**config.mk**
```make
export PLATFORM = sky130hd
export DESIGN_NAME = fetch_stage
export DESIGN_NICKNAME = d
export VERILOG_FILES = /design/src/rtl/riscv_pkg.sv /design/src/rtl/if_id_reg.sv /design/src/rtl/fetch_stage.sv
export SDC_FILE = /design/constraint.sdc
export NUM_CORES = 1
export LEC_CHECK = 0
export BUFFER_PORTS_ARGS = -buffer_cell sky130_fd_sc_hd__clkbuf_2
export CORE_AREA = 2 2 140 142
export CTS_BUF_LIST = sky130_fd_sc_hd__clkbuf_8
export CTS_CLUSTER_DIAMETER = 120
export DETAILED_ROUTE_END_ITERATION = 12
export DIE_AREA = 0 0 142 144
export PLACE_DENSITY_LB_ADDON = 0.12
export SLEW_MARGIN = 40
export SYNTH_ARGS = -nofsm -noshare
export SYNTH_HDL_FRONTEND = slang
export SYNTH_HIERARCHICAL = 1
export SYNTH_SLANG_ARGS = --single-unit
```
**constraint.sdc**
```tcl
create_clock -name clk_i -period 5.5 [get_ports clk_i]
set_clock_uncertainty 0.05 [all_clocks]
set_input_delay 1.1 -clock clk_i [delete_from_list [all_inputs] [get_ports clk_i]]
set_output_delay 1.1 -clock clk_i [all_outputs]
set_load 0.03 [all_outputs]
```
**src/rtl/riscv_pkg.sv**
```systemverilog
// Shared RV32 pipeline constants and the fetch-stage types.
// Latency: n/a (types and constants only).
// Backpressure: n/a.
package riscv_pkg;

    localparam int XLEN = 32;
    localparam logic [XLEN-1:0] RESET_PC = 32'h0040_0000;
    localparam logic [31:0]     NOP      = 32'h0000_0013;

    typedef enum logic {
        FETCH = 1'b0,
        HOLD  = 1'b1
    } fetch_state_t;

    typedef struct packed {
        logic            valid;
        logic [XLEN-1:0] pc;
        logic [XLEN-1:0] pc4;
        logic [31:0]     instr;
    } if_id_t;

    localparam if_id_t IF_ID_RESET = '{valid: 1'b0, pc: '0, pc4: '0, instr: NOP};

endpackage

```
**src/rtl/if_id_reg.sv**
```systemverilog
// Valid/pc/pc4/instr pipeline register with load, hold and bubble controls.
// Latency: 1 cycle from d_i to q_o when load_i is set.
// Backpressure: holds its contents whenever neither load_i nor bubble_i is set.
module if_id_reg
    import riscv_pkg::*;
(
    input  logic   clk_i,
    input  logic   rst_i,
    input  logic   load_i,
    input  logic   bubble_i,
    input  if_id_t d_i,
    output if_id_t q_o
);

    // A bubble keeps the stale pc fields; only valid and instr are meaningful.
    always_ff @(posedge clk_i) begin
        if (rst_i) begin
            q_o <= IF_ID_RESET;
        end else if (bubble_i) begin
            q_o.valid <= 1'b0;
            q_o.instr <= NOP;
        end else if (load_i) begin
            q_o <= d_i;
        end
    end

endmodule

```
**src/rtl/fetch_stage.sv**
```systemverilog
// Instruction fetch: PC register, req/ack imem port, IF/ID register and one-entry skid.
// Latency: word acked in cycle N appears on if_id_* in N+1.
// Backpressure: stall_i holds IF/ID and PC; a word acked under stall parks in the skid.
module fetch_stage
    import riscv_pkg::*;
(
    input  logic            clk_i,
    input  logic            rst_i,
    input  logic            stall_i,
    input  logic            flush_i,
    input  logic [XLEN-1:0] branch_target_i,
    output logic            imem_req_o,
    output logic [XLEN-1:0] imem_addr_o,
    input  logic            imem_ack_i,
    input  logic [31:0]     imem_rdata_i,
    output logic            if_id_valid_o,
    output logic [XLEN-1:0] if_id_pc_o,
    output logic [XLEN-1:0] if_id_pc4_o,
    output logic [31:0]     if_id_instr_o
);

    fetch_state_t    state, state_n;
    logic [XLEN-1:0] pc, pc_n, pc_plus4;

    logic   ifid_load, ifid_bubble;
    logic   skid_load, skid_bubble;
    if_id_t ifid_d, ifid_q, skid_q, fetched;

    assign pc_plus4 = pc + 32'd4;
    assign fetched  = '{valid: 1'b1, pc: pc, pc4: pc_plus4, instr: imem_rdata_i};

    always_comb begin
        state_n     = state;
        pc_n        = pc;
        ifid_load   = 1'b0;
        ifid_bubble = 1'b0;
        ifid_d      = fetched;
        skid_load   = 1'b0;
        skid_bubble = 1'b0;
        if (flush_i) begin
            pc_n        = branch_target_i & ~32'h3;
            state_n     = FETCH;
            ifid_bubble = 1'b1;
            skid_bubble = 1'b1;
        end else if (stall_i) begin
            // Accept the in-flight word so it is neither lost nor refetched.
            if (state == FETCH && imem_ack_i) begin
                skid_load = 1'b1;
                pc_n      = pc_plus4;
                state_n   = HOLD;
            end
        end else begin
            case (state)
                FETCH: begin
                    if (imem_ack_i) begin
                        ifid_load = 1'b1;
                        pc_n      = pc_plus4;
                    end else begin
                        ifid_bubble = 1'b1;
                    end
                end
                HOLD: begin
                    ifid_load = 1'b1;
                    ifid_d    = skid_q;
                    state_n   = FETCH;
                end
                default: state_n = FETCH;
            endcase
        end
    end

    always_ff @(posedge clk_i) begin
        if (rst_i) begin
            state <= FETCH;
            pc    <= RESET_PC;
        end else begin
            state <= state_n;
            pc    <= pc_n;
        end
    end

    if_id_reg u_if_id (
        .clk_i    (clk_i),
        .rst_i    (rst_i),
        .load_i   (ifid_load),
        .bubble_i (ifid_bubble),
        .d_i      (ifid_d),
        .q_o      (ifid_q)
    );

    if_id_reg u_skid (
        .clk_i    (clk_i),
        .rst_i    (rst_i),
        .load_i   (skid_load),
        .bubble_i (skid_bubble),
        .d_i      (fetched),
        .q_o      (skid_q)
    );

    assign imem_req_o    = (state == FETCH) & ~rst_i;
    assign imem_addr_o   = pc;
    assign if_id_valid_o = ifid_q.valid;
    assign if_id_pc_o    = ifid_q.pc;
    assign if_id_pc4_o   = ifid_q.pc4;
    assign if_id_instr_o = ifid_q.instr;

endmodule

```
==> impl_results.md <==
- Die H: around 140 um
- Setup_tns: 0 ns
- Layout cells sized above 1: 0.224
- N_diodes: 0
- Data arrival, critical path: around 3.8 ns
- Num CTS Buffers: 39
- Worst path required time: slightly below 6 ns
- Die Area: 0.0204 mm^2
- Most common flop cell mapped by yosys: dfxtp_1
- Max frequency: about 300 MHz
- Synth top area cells: dfxtp_1 38%, nand4bb_1 12%, nand2b_1 6.9%
- Critical path's largest stage delay: around 0.77 ns
- Worst-path maximum fanout: 11
- Initial antenna violation count: 0
- Slowest CP cell: or4_1
- Total overflow reported by the global router: 0
- Hold Path Class: flop to flop
- Vias per cell: between 5 and 6
- Die width: 142 um
- Synth top area share: 0.382
- DRT iter0 DRCs: roughly 640
- Placed cells: 1672
- Max layer used: met4
- Worst slew margin: 0.482
- Largest net degree at the start of global routing: roughly 130
- 1st-pass router iterations: 5
- Worst vdd ir: approximately 0.19 mV
- Buffer count from post-CTS setup fixing: 0
- Core area: around 0.019 mm^2
- Yosys warning total: 6
- Cell count after synthesis: approximately 1400
- Outcome: completed
- Post-synth EDFFs: 0
- CP startpoint kind: flop
- CTS Sinks: around 230
- Slew Viols, Final: 0
- Endpoint class of the critical path: flop
- TritonCTS clock tree: yes
- Worst hold slack: 0.408 ns
- RD Place Congestion: between 0.8 and 0.9
- # hold bufs at CTS: 0
- Avg Cell Area, Syn: a little under 9 um^2
- Endpoints failing setup: 0
- Skew-Pair Late Insertion Delay: around 0.54 ns
- Met2 WL post-DR: between 10000 and 15000 um
- Part of the cycle the worst path needs: 0.620
- Final ANT Viol Nets: 0
- Total power: ~3.6 mW
- Count leader, synth: dfxtp_1
- Standard-cell rows: 51
- CP Class: flop to flop
- Met1 wire length: 13500 um
- Initial Util: 0.619
- Clk slew on worst S/H paths: around 0.060 ns
- Top Family by Delay on Critical Path: simple AND/OR/NAND/NOR gates
- Fin. Hold Viols: 0
- Sequential element share of the synthesized area: 0.382
- Area grow syn2layout: 12.7%
- Fillers: 1593
- Routed wire length: around 30000 um
- Post-DP HPWL: around 18000 um
- Root Buffer Master: clkbuf_8
- Number of global-route vias before repair: about 9300
- Final net count: between 1500 and 2000
- Pwr/cell area: around 270 mW/mm^2
- WL/cell: 17.3 um
- RSZ-0062 raised after global routing: false
- Non-filler instance count after layout: 1739
- Final Critical Period: between 3 and 4 ns
- Max-cap violations: 0
- Met3 wire length: around 1600 um
- Io pins: slightly below 200
- Crit-path cells: ha_1, nand3_2, or4_1, or4_4, or3_1, a31oi_1, nand4bb_1, o21ai_1
- Post-synth ARST share: 0
- Synth cell types: 48
- Slew at the pin closest to its max-slew limit: about 0.78 ns
- GRT Total Usage: 0.287
- Post-CTS Resized: 0
- Leading area contributor after synthesis: dfxtp_1
- Synthesized cell area: around 0.012 mm^2
- FF+latch count, synth: 225
- DR vias: 9900
- H-tree depth: 2
- IO buf count: roughly 190
- DRC viols: 0
- First-pass GRT wire length: roughly 47000 um
- WP buf/inv: 0
- Top post-synthesis cells by count: 225 x dfxtp_1, 210 x nand2_1, 130 x nand2b_1, 128 x nand4bb_1, 111 x nor2_1
- LEAKAGE: 5.36 nW
- Max Root-Sink Buffers: 3
flip-flops by register name, summed over array words and instances (netlist names):
| register | cells |
|---|---|
| u_skid/q_o | 97 |
| imem_addr_o | 30 |
| state | 1 |
| u_if_id/q_o | 97 |
area by class of cell:
cell class | count | area [um^2] | area share
inverters | 9 | 33.8 | 0.00254
repair buffers | 208 | 1150 | 0.0862
clock buffers | 48 | 661 | 0.0497
well taps | 238 | 298 | 0.0224
clock inverters | 19 | 75.1 | 0.00564
multi-input cells | 992 | 6590 | 0.495
flip-flops and latches | 225 | 4500 | 0.339
routing by layer:
| metal | up-vias | GRT usage |
|---|---|---|
| li1 | 4890 | - |
| met1 | 4681 | 0.382 |
| met2 | 284 | 0.482 |
| met3 | 45 | 0.0477 |
| met4 | 0 | 0.0826 |
| met5 | - | 0 |
metrics by stage:
stage               setup WS (ns)   util  area [um^2]
finish                       2.09  0.697        13300
global route                 1.94  0.697        13300
CTS                          2.12  0.697        13300
detailed placement           1.84  0.658        12600
global placement             1.58  0.654        12500
floorplan                    2.65      -        11800
path summary, 6_finish.rpt:
check                              startpoint                      endpoint  slack (ns)  cells past startpoint
setup / recovery  imem_addr_o[3]$_SDFFE_PP0P_  u_if_id/q_o[60]$_SDFFE_PP0P_        2.09                      8
hold / removal    u_skid/q_o[64]$_SDFFE_PP0P_   u_skid/q_o[64]$_SDFFE_PP0P_        0.41                      2
setup reg to reg  imem_addr_o[3]$_SDFFE_PP0P_  u_if_id/q_o[60]$_SDFFE_PP0P_        2.09                      8
hold reg to reg   u_skid/q_o[64]$_SDFFE_PP0P_   u_skid/q_o[64]$_SDFFE_PP0P_        0.41                      2
worst reg2reg max path, cell delays in order (launching register included):
cell,delay [ns]
dfxtp_1,0.51
ha_1,0.32
nand3_2,0.19
or4_1,0.77
or4_4,0.60
or3_1,0.34
a31oi_1,0.31
nand4bb_1,0.14
o21ai_1,0.10
logic make-up (layout without fill, tap and decap cells):
logic type      count (synthesis)  count (layout)  share of synthesized area
simple gates                  667             667                      0.341
flops                         225             225                      0.382
compound gates                176             176                     0.0928
buf+inv                       141             284                     0.0667
mux                            90              90                     0.0787
xor+xnor                       51              51                     0.0378
other cells                     2               7                   0.000636
fa+ha+maj                       1               1                    0.00106
power breakdown:
group	switching (mW)	internal [mW]
registers	0.0526	1.66
clock network	0.663	0.781
logic	0.235	0.158
layout by cell type, fill, tap and decap left out, drive strengths merged, types with 4 or more instances in the layout:
| cell | count |
|---|---|
| nor4 | 15 |
| nor3 | 18 |
| xnor2 | 28 |
| nand2b | 130 |
| inv | 25 |
| nand2 | 210 |
| and2 | 4 |
| clkbuf | 241 |
| xor2 | 23 |
| mux2 | 22 |
| buf | 15 |
| o21ai | 138 |
| nor2 | 111 |
| nand4bb | 128 |
| and3 | 9 |
| mux2i | 68 |
| or3 | 4 |
| nand3 | 11 |
| conb | 7 |
| a211oi | 18 |
| nand4 | 13 |
| dfxtp | 225 |
| a21oi | 10 |
(Power assumes the default switching activity.)
